--- config.mk ---
export PLATFORM = sky130hd
export DESIGN_NAME = sr_latch_seq
export DESIGN_NICKNAME = d
export VERILOG_FILES = /design/src/rtl/sr_latch_seq.sv
export SDC_FILE = /design/constraint.sdc
export NUM_CORES = 1
export LEC_CHECK = 0
export ABC_AREA = 1
export BUFFER_PORTS_ARGS = -buffer_cell sky130_fd_sc_hd__clkbuf_2
export CORE_MARGIN = 1.5
export CORE_UTILIZATION = 30
export CTS_BUF_LIST = sky130_fd_sc_hd__clkbuf_16
export CTS_CLUSTER_DIAMETER = 50
export DETAILED_ROUTE_END_ITERATION = 12
export RECOVER_POWER = 50
export SLEW_MARGIN = 15
export SYNTH_ARGS = -nofsm -noshare
export SYNTH_HDL_FRONTEND = slang
export SYNTH_SLANG_ARGS = --single-unit
--- constraint.sdc ---
create_clock -name clk -period 3.9 [get_ports clk]
set_clock_uncertainty 0.15 [all_clocks]
set_input_delay 0.585 -clock clk [delete_from_list [all_inputs] [get_ports clk]]
set_output_delay 0.585 -clock clk [all_outputs]
set_load 0.005 [all_outputs]
--- src/rtl/sr_latch_seq.sv ---
// Purpose : serialises set/reset/toggle commands onto a bank of SR latches, never s&r together.
// Latency : s/r high cycles 1..PULSE_CYC after accept, done at PULSE_CYC+GAP_CYC+1 (nop/bad idx: 1).
// Backpressure: req_ready high only in IDLE; req_valid while busy is ignored, not queued.
//
// Ports:
//   clk, rst          rising-edge clock, asynchronous active-high reset
//   req_valid/ready   command handshake; req_idx selects the latch, req_op 00 nop 01 set 10 reset 11 toggle
//   s, r              per-latch set/reset drives (registered, at most one bit high in total)
//   q                 latch outputs, asynchronous to clk, double-flopped before use
//   done, err         one-cycle completion pulse; err = readback mismatch or out-of-range index
module sr_latch_seq #(
  parameter int N_LATCH   = 4,
  parameter int IDX_W     = 2,
  parameter int PULSE_CYC = 4,
  parameter int GAP_CYC   = 2
) (
  input  logic               clk,
  input  logic               rst,
  input  logic               req_valid,
  output logic               req_ready,
  input  logic [IDX_W-1:0]   req_idx,
  input  logic [1:0]         req_op,
  output logic [N_LATCH-1:0] s,
  output logic [N_LATCH-1:0] r,
  input  logic [N_LATCH-1:0] q,
  output logic               done,
  output logic               err
);

  localparam int MAX_CYC = (PULSE_CYC > GAP_CYC) ? PULSE_CYC : GAP_CYC;
  localparam int CNT_W   = (MAX_CYC < 1) ? 1 : $clog2(MAX_CYC + 1);
  localparam int IDX_N   = 2 ** IDX_W;
  localparam logic [IDX_W:0] N_LIM = (IDX_W + 1)'(N_LATCH);

  localparam logic [1:0] OP_NOP = 2'b00;
  localparam logic [1:0] OP_SET = 2'b01;
  localparam logic [1:0] OP_TOG = 2'b11;

  typedef enum logic [1:0] {IDLE, PULSE, GAP, CHECK} state_t;

  state_t             state;
  logic [CNT_W-1:0]   cnt;
  logic [IDX_W-1:0]   idx_q;
  logic               exp_q;      // expected q after the pulse: 1 after set, 0 after reset
  logic [N_LATCH-1:0] q_meta;
  logic [N_LATCH-1:0] q_sync;

  // Synchronised q widened to the full index space so an out-of-range
  // index can never select a non-existent bit.
  logic [IDX_N-1:0]   q_pad;
  logic               bad_idx;
  logic               set_eff;
  logic [N_LATCH-1:0] sel;

  assign q_pad   = IDX_N'(q_sync);
  assign bad_idx = {1'b0, req_idx} >= N_LIM;
  // Toggle is resolved against the latch state seen at accept time.
  assign set_eff = (req_op == OP_SET) || ((req_op == OP_TOG) && !q_pad[req_idx]);
  assign sel     = N_LATCH'(1) << req_idx;

  always_ff @(posedge clk or posedge rst) begin
    if (rst) begin
      state     <= IDLE;
      cnt       <= '0;
      idx_q     <= '0;
      exp_q     <= 1'b0;
      q_meta    <= '0;
      q_sync    <= '0;
      s         <= '0;
      r         <= '0;
      req_ready <= 1'b1;
      done      <= 1'b0;
      err       <= 1'b0;
    end else begin
      q_meta <= q;
      q_sync <= q_meta;

      case (state)
        IDLE: begin
          if (req_valid) begin
            req_ready <= 1'b0;
            idx_q     <= req_idx;
            if (bad_idx || (req_op == OP_NOP)) begin
              // Nothing to drive: report straight away.
              state <= CHECK;
              done  <= 1'b1;
              err   <= bad_idx;
            end else begin
              state <= PULSE;
              cnt   <= CNT_W'(PULSE_CYC - 1);
              exp_q <= set_eff;
              if (set_eff) s <= sel;
              else         r <= sel;
            end
          end
        end

        PULSE: begin
          if (cnt == '0) begin
            s     <= '0;
            r     <= '0;
            state <= GAP;
            cnt   <= CNT_W'(GAP_CYC - 1);
          end else begin
            cnt <= cnt - CNT_W'(1);
          end
        end

        GAP: begin
          // GAP_CYC >= 2 lets the new latch value cross both sync flops.
          if (cnt == '0) begin
            state <= CHECK;
            done  <= 1'b1;
            err   <= (q_pad[idx_q] != exp_q);
          end else begin
            cnt <= cnt - CNT_W'(1);
          end
        end

        CHECK: begin
          done      <= 1'b0;
          err       <= 1'b0;
          req_ready <= 1'b1;
          state     <= IDLE;
        end

        default: state <= IDLE;
      endcase
    end
  end

endmodule

==> implementation parameters <==
Parameter                              Value

Status
  Outcome ... finished clean

Yosys
  EDFF count, synth ... 0
  Post-Synthesis Mean Instance Area ... between 8 and 9 sq um
  Post-Syn Nets ... ~180
  Cell area after synthesis ... ~1400 sq um
  Count of cell types in the netlist ... 24
  Top cell types by occurrence after synthesis ... sky130_fd_sc_hd__nand2_1 (48), sky130_fd_sc_hd__dfrtp_1 (26), sky130_fd_sc_hd__inv_1 (15)
  Post-synthesis sequential area ratio ... 0.495
  Number of flip-flops and latches in the synthesized netlist ... 27
  Most common cell in the synthesized netlist ... sky130_fd_sc_hd__nand2_1
  Yosys top cell by area ... sky130_fd_sc_hd__dfrtp_1
  Synth area leaders ... sky130_fd_sc_hd__dfrtp_1 (48%), sky130_fd_sc_hd__nand2_1 (13%), sky130_fd_sc_hd__ha_1 (8.2%), sky130_fd_sc_hd__nand3_1 (4.4%), sky130_fd_sc_hd__inv_1 (4.1%)
  Fraction of registers with async set or reset after synthesis ... 1.00
  Synth Warn # ... 0
  Post-synth top flop ... sky130_fd_sc_hd__dfrtp_1
  Instance count of the mapped netlist ... about 160
  Share of Yosys cell area claimed by the top area cell type ... 0.476

STA
  Final worst path period share ... 0.476
  Max Clk Rate ... 0.539 GHz
  Unrepaired setup endpoints after global routing ... false
  Worst-case headroom to the max-slew limit ... 0.360
  Final count of negative-setup-slack endpoints ... 0
  Number of hold violations in the final report ... 0
  Fin. max-slew vios ... 0
  Setup tns final ... 0 ps
  Transition at the pin with the smallest max-transition slack ... 953 ps
  Period minus WS final ... between 1500 and 2000 ps
  Worst Slack Setup Final ... ~2000 ps

Floorplan
  Width of the die ... ~71 um
  Die Outline Area ... between 4000 and 5000 sq um
  Chip Height ... a little over 70 um
  Initial cell density of the core ... 0.312
  # rows ... 24
  Total core area ... around 4400 sq um
  Ports placed on the boundary ... 22

CTS
  Number of clock sinks seen by CTS ... 27
  Post-CTS Hold Buffers ... 0
  Clk buf depth ... 2
  CTS clock-pin slew for the worst setup and hold paths ... 60 ps
  Clock tree from TritonCTS ... yes
  Setup Buffers After CTS ... 0
  Skew-Pair Late Insertion Delay ... roughly 260 ps
  CTS root buffer ... sky130_fd_sc_hd__clkbuf_16
  CTS-repair resized insts ... 0
  Total CTS buffers ... 3
  Number of H-tree levels ... 1

Placement
  Buffers added on ports ... 21
  HPWL after detailed placement ... 1930 um
  Global placement routability congestion ... approximately 0.78
  Pre-CTS setup slack ... approximately 2000 ps

Worst setup path
  Setup slack, reg-to-reg ... around 2000 ps
  Peak fanout along the critical path ... 7
  Critical path type ... reg2reg
  Critical path data arrival time ... approximately 1900 ps
  Startpoint Class ... flop
  Setup crit end kind ... flop
  Startpoint of the worst register-to-register path ... state[0]
  Number of cells on the worst reg-to-reg path ... 8
  CP Data Required Time ... ~4000 ps
  Reg-to-Reg End ... r[2]

Drt
  Count of nets left with antenna violations after detail routing ... 0
  Routed wire length ... around 2400 um
  Detailed Routing Iterations Pass 1 ... 4
  Routed vias/inst ... between 4 and 5
  Number of design-rule violations left by the first detailed-router iteration ... 47
  Number of vias after detailed routing ... ~1000
  Drc violations ... 0
  Detailed-route wire length per cell ... 10.3 um

Layout
  Area Growth Syn to Fin ... 17.9%
  Share of layout cells above drive strength 1 ... 0.228
  Number of nets in the final layout ... between 200 and 250
  Number of inserted diodes ... 0

Min path
  Hold endpoint ... q_pad[0]
  Launch point of the worst hold path ... q_meta[0]
  Class of the tightest hold or removal check ... reg2reg
  WHS Path Cells ... 0

Flow run
  Count of maximum capacitance violations ... 0

GRT
  All-Layer GR Usage ... 0.109
  Congestion Overflow GR ... 0
  Maximum number of pins on one net before global-route repair ... 28
  Initial antenna violation count ... 0
  Global-route wire length before repair ... 4330 um
  Number of global-route vias before repair ... ~960

Power and ir drop
  VDD IR max ... between 300 and 400 uV
  Pwr/cell area ... 756 nW/um^2
  Total leakage power ... 0.852 nW
per-stage QoR:
step | hold WS (ps) | std cells | utilization | total power, W | area (sq um)
floorplan | 181 | 156 | - | 0.000857 | 1370
global placement | 183 | 228 | 0.350 | 0.000995 | 1530
detailed placement | 187 | 228 | 0.350 | 0.000998 | 1530
CTS | 202 | 232 | 0.368 | 0.00124 | 1610
global route | 204 | 232 | 0.368 | 0.00134 | 1610
finish | 199 | 232 | 0.368 | 0.00122 | 1610
flip-flops by register name, summed over array words and instances (netlist names):
name       cells
q_meta         4
q_pad          4
r              4
s              4
cnt            3
idx_q          2
state          2
done           1
err            1
exp_q          1
req_ready      1
where the power goes:
group          total [W]  switching (W)  internal [W]
registers       0.000419      0.0000488      0.000370
logic           0.000570       0.000350      0.000219
clock network   0.000230      0.0000916      0.000138
total            0.00122       0.000491      0.000728
per-layer routing:
metal  wire length (um)  track usage  up-vias
li1                   -            -      551
met1               1290        0.159      466
met2                961        0.158       23
met3                117       0.0332        3
met4                 24       0.0278        0
met5                  0            0        -
worst max-delay path by stage:
stage	slack [ps]	cells past startpoint	endpoint	start
after global routing	1860	8	r[2]	state[0]
after detailed placement	2030	8	r[2]	state[0]
after CTS	2030	8	r[2]	state[0]
after global placement	2110	8	r[2]	state[0]
final	2050	8	r[2]	state[0]
after floorplan	2200	8	r[0]	state[0]
worst max-delay path, cell delays in order (launching register included):
cell                      delay (ps)
sky130_fd_sc_hd__dfrtp_1         410
sky130_fd_sc_hd__inv_1           110
sky130_fd_sc_hd__ha_1            320
sky130_fd_sc_hd__nand2_2         160
sky130_fd_sc_hd__nand2_2         100
sky130_fd_sc_hd__nor3b_4         270
sky130_fd_sc_hd__nand2_2         120
sky130_fd_sc_hd__nand2_1          70
sky130_fd_sc_hd__nand2_1          50
cell usage in the layout, fill, tap and decap left out, types with 2 or more instances in the layout:
| cell | instances |
|---|---|
| sky130_fd_sc_hd__nand2_1 | 48 |
| sky130_fd_sc_hd__dfrtp_1 | 26 |
| sky130_fd_sc_hd__clkbuf_2 | 21 |
| sky130_fd_sc_hd__inv_1 | 14 |
| sky130_fd_sc_hd__nand3_1 | 12 |
| sky130_fd_sc_hd__o21ai_0 | 9 |
| sky130_fd_sc_hd__ha_1 | 9 |
| sky130_fd_sc_hd__nand2_2 | 7 |
| sky130_fd_sc_hd__nor2_1 | 5 |
| sky130_fd_sc_hd__nor3_1 | 4 |
| sky130_fd_sc_hd__a21oi_1 | 3 |
| sky130_fd_sc_hd__clkbuf_16 | 3 |
| sky130_fd_sc_hd__inv_2 | 2 |
| sky130_fd_sc_hd__nand3_2 | 2 |
| sky130_fd_sc_hd__nor2_2 | 2 |
| sky130_fd_sc_hd__o21ai_1 | 2 |
kinds of logic after synthesis:
logic type / share of synthesized area
buf+inv: 0.0503
flops: 0.495
fa+ha+maj: 0.0823
xor+xnor: 0.00641
simple gates: 0.291
compound gates: 0.0750
final cells by class:
cell class / count / area [sq um]
inverters: 17 / 63.8
clock inverters: 1 / 5.00
fillers: 452 / 2770
well taps: 52 / 65.1
multi-input cells: 111 / 622
flip-flops and latches: 27 / 677
clock buffers: 3 / 75.1
repair buffers: 21 / 105
Note: power is estimated with default switching activity, not from simulation.
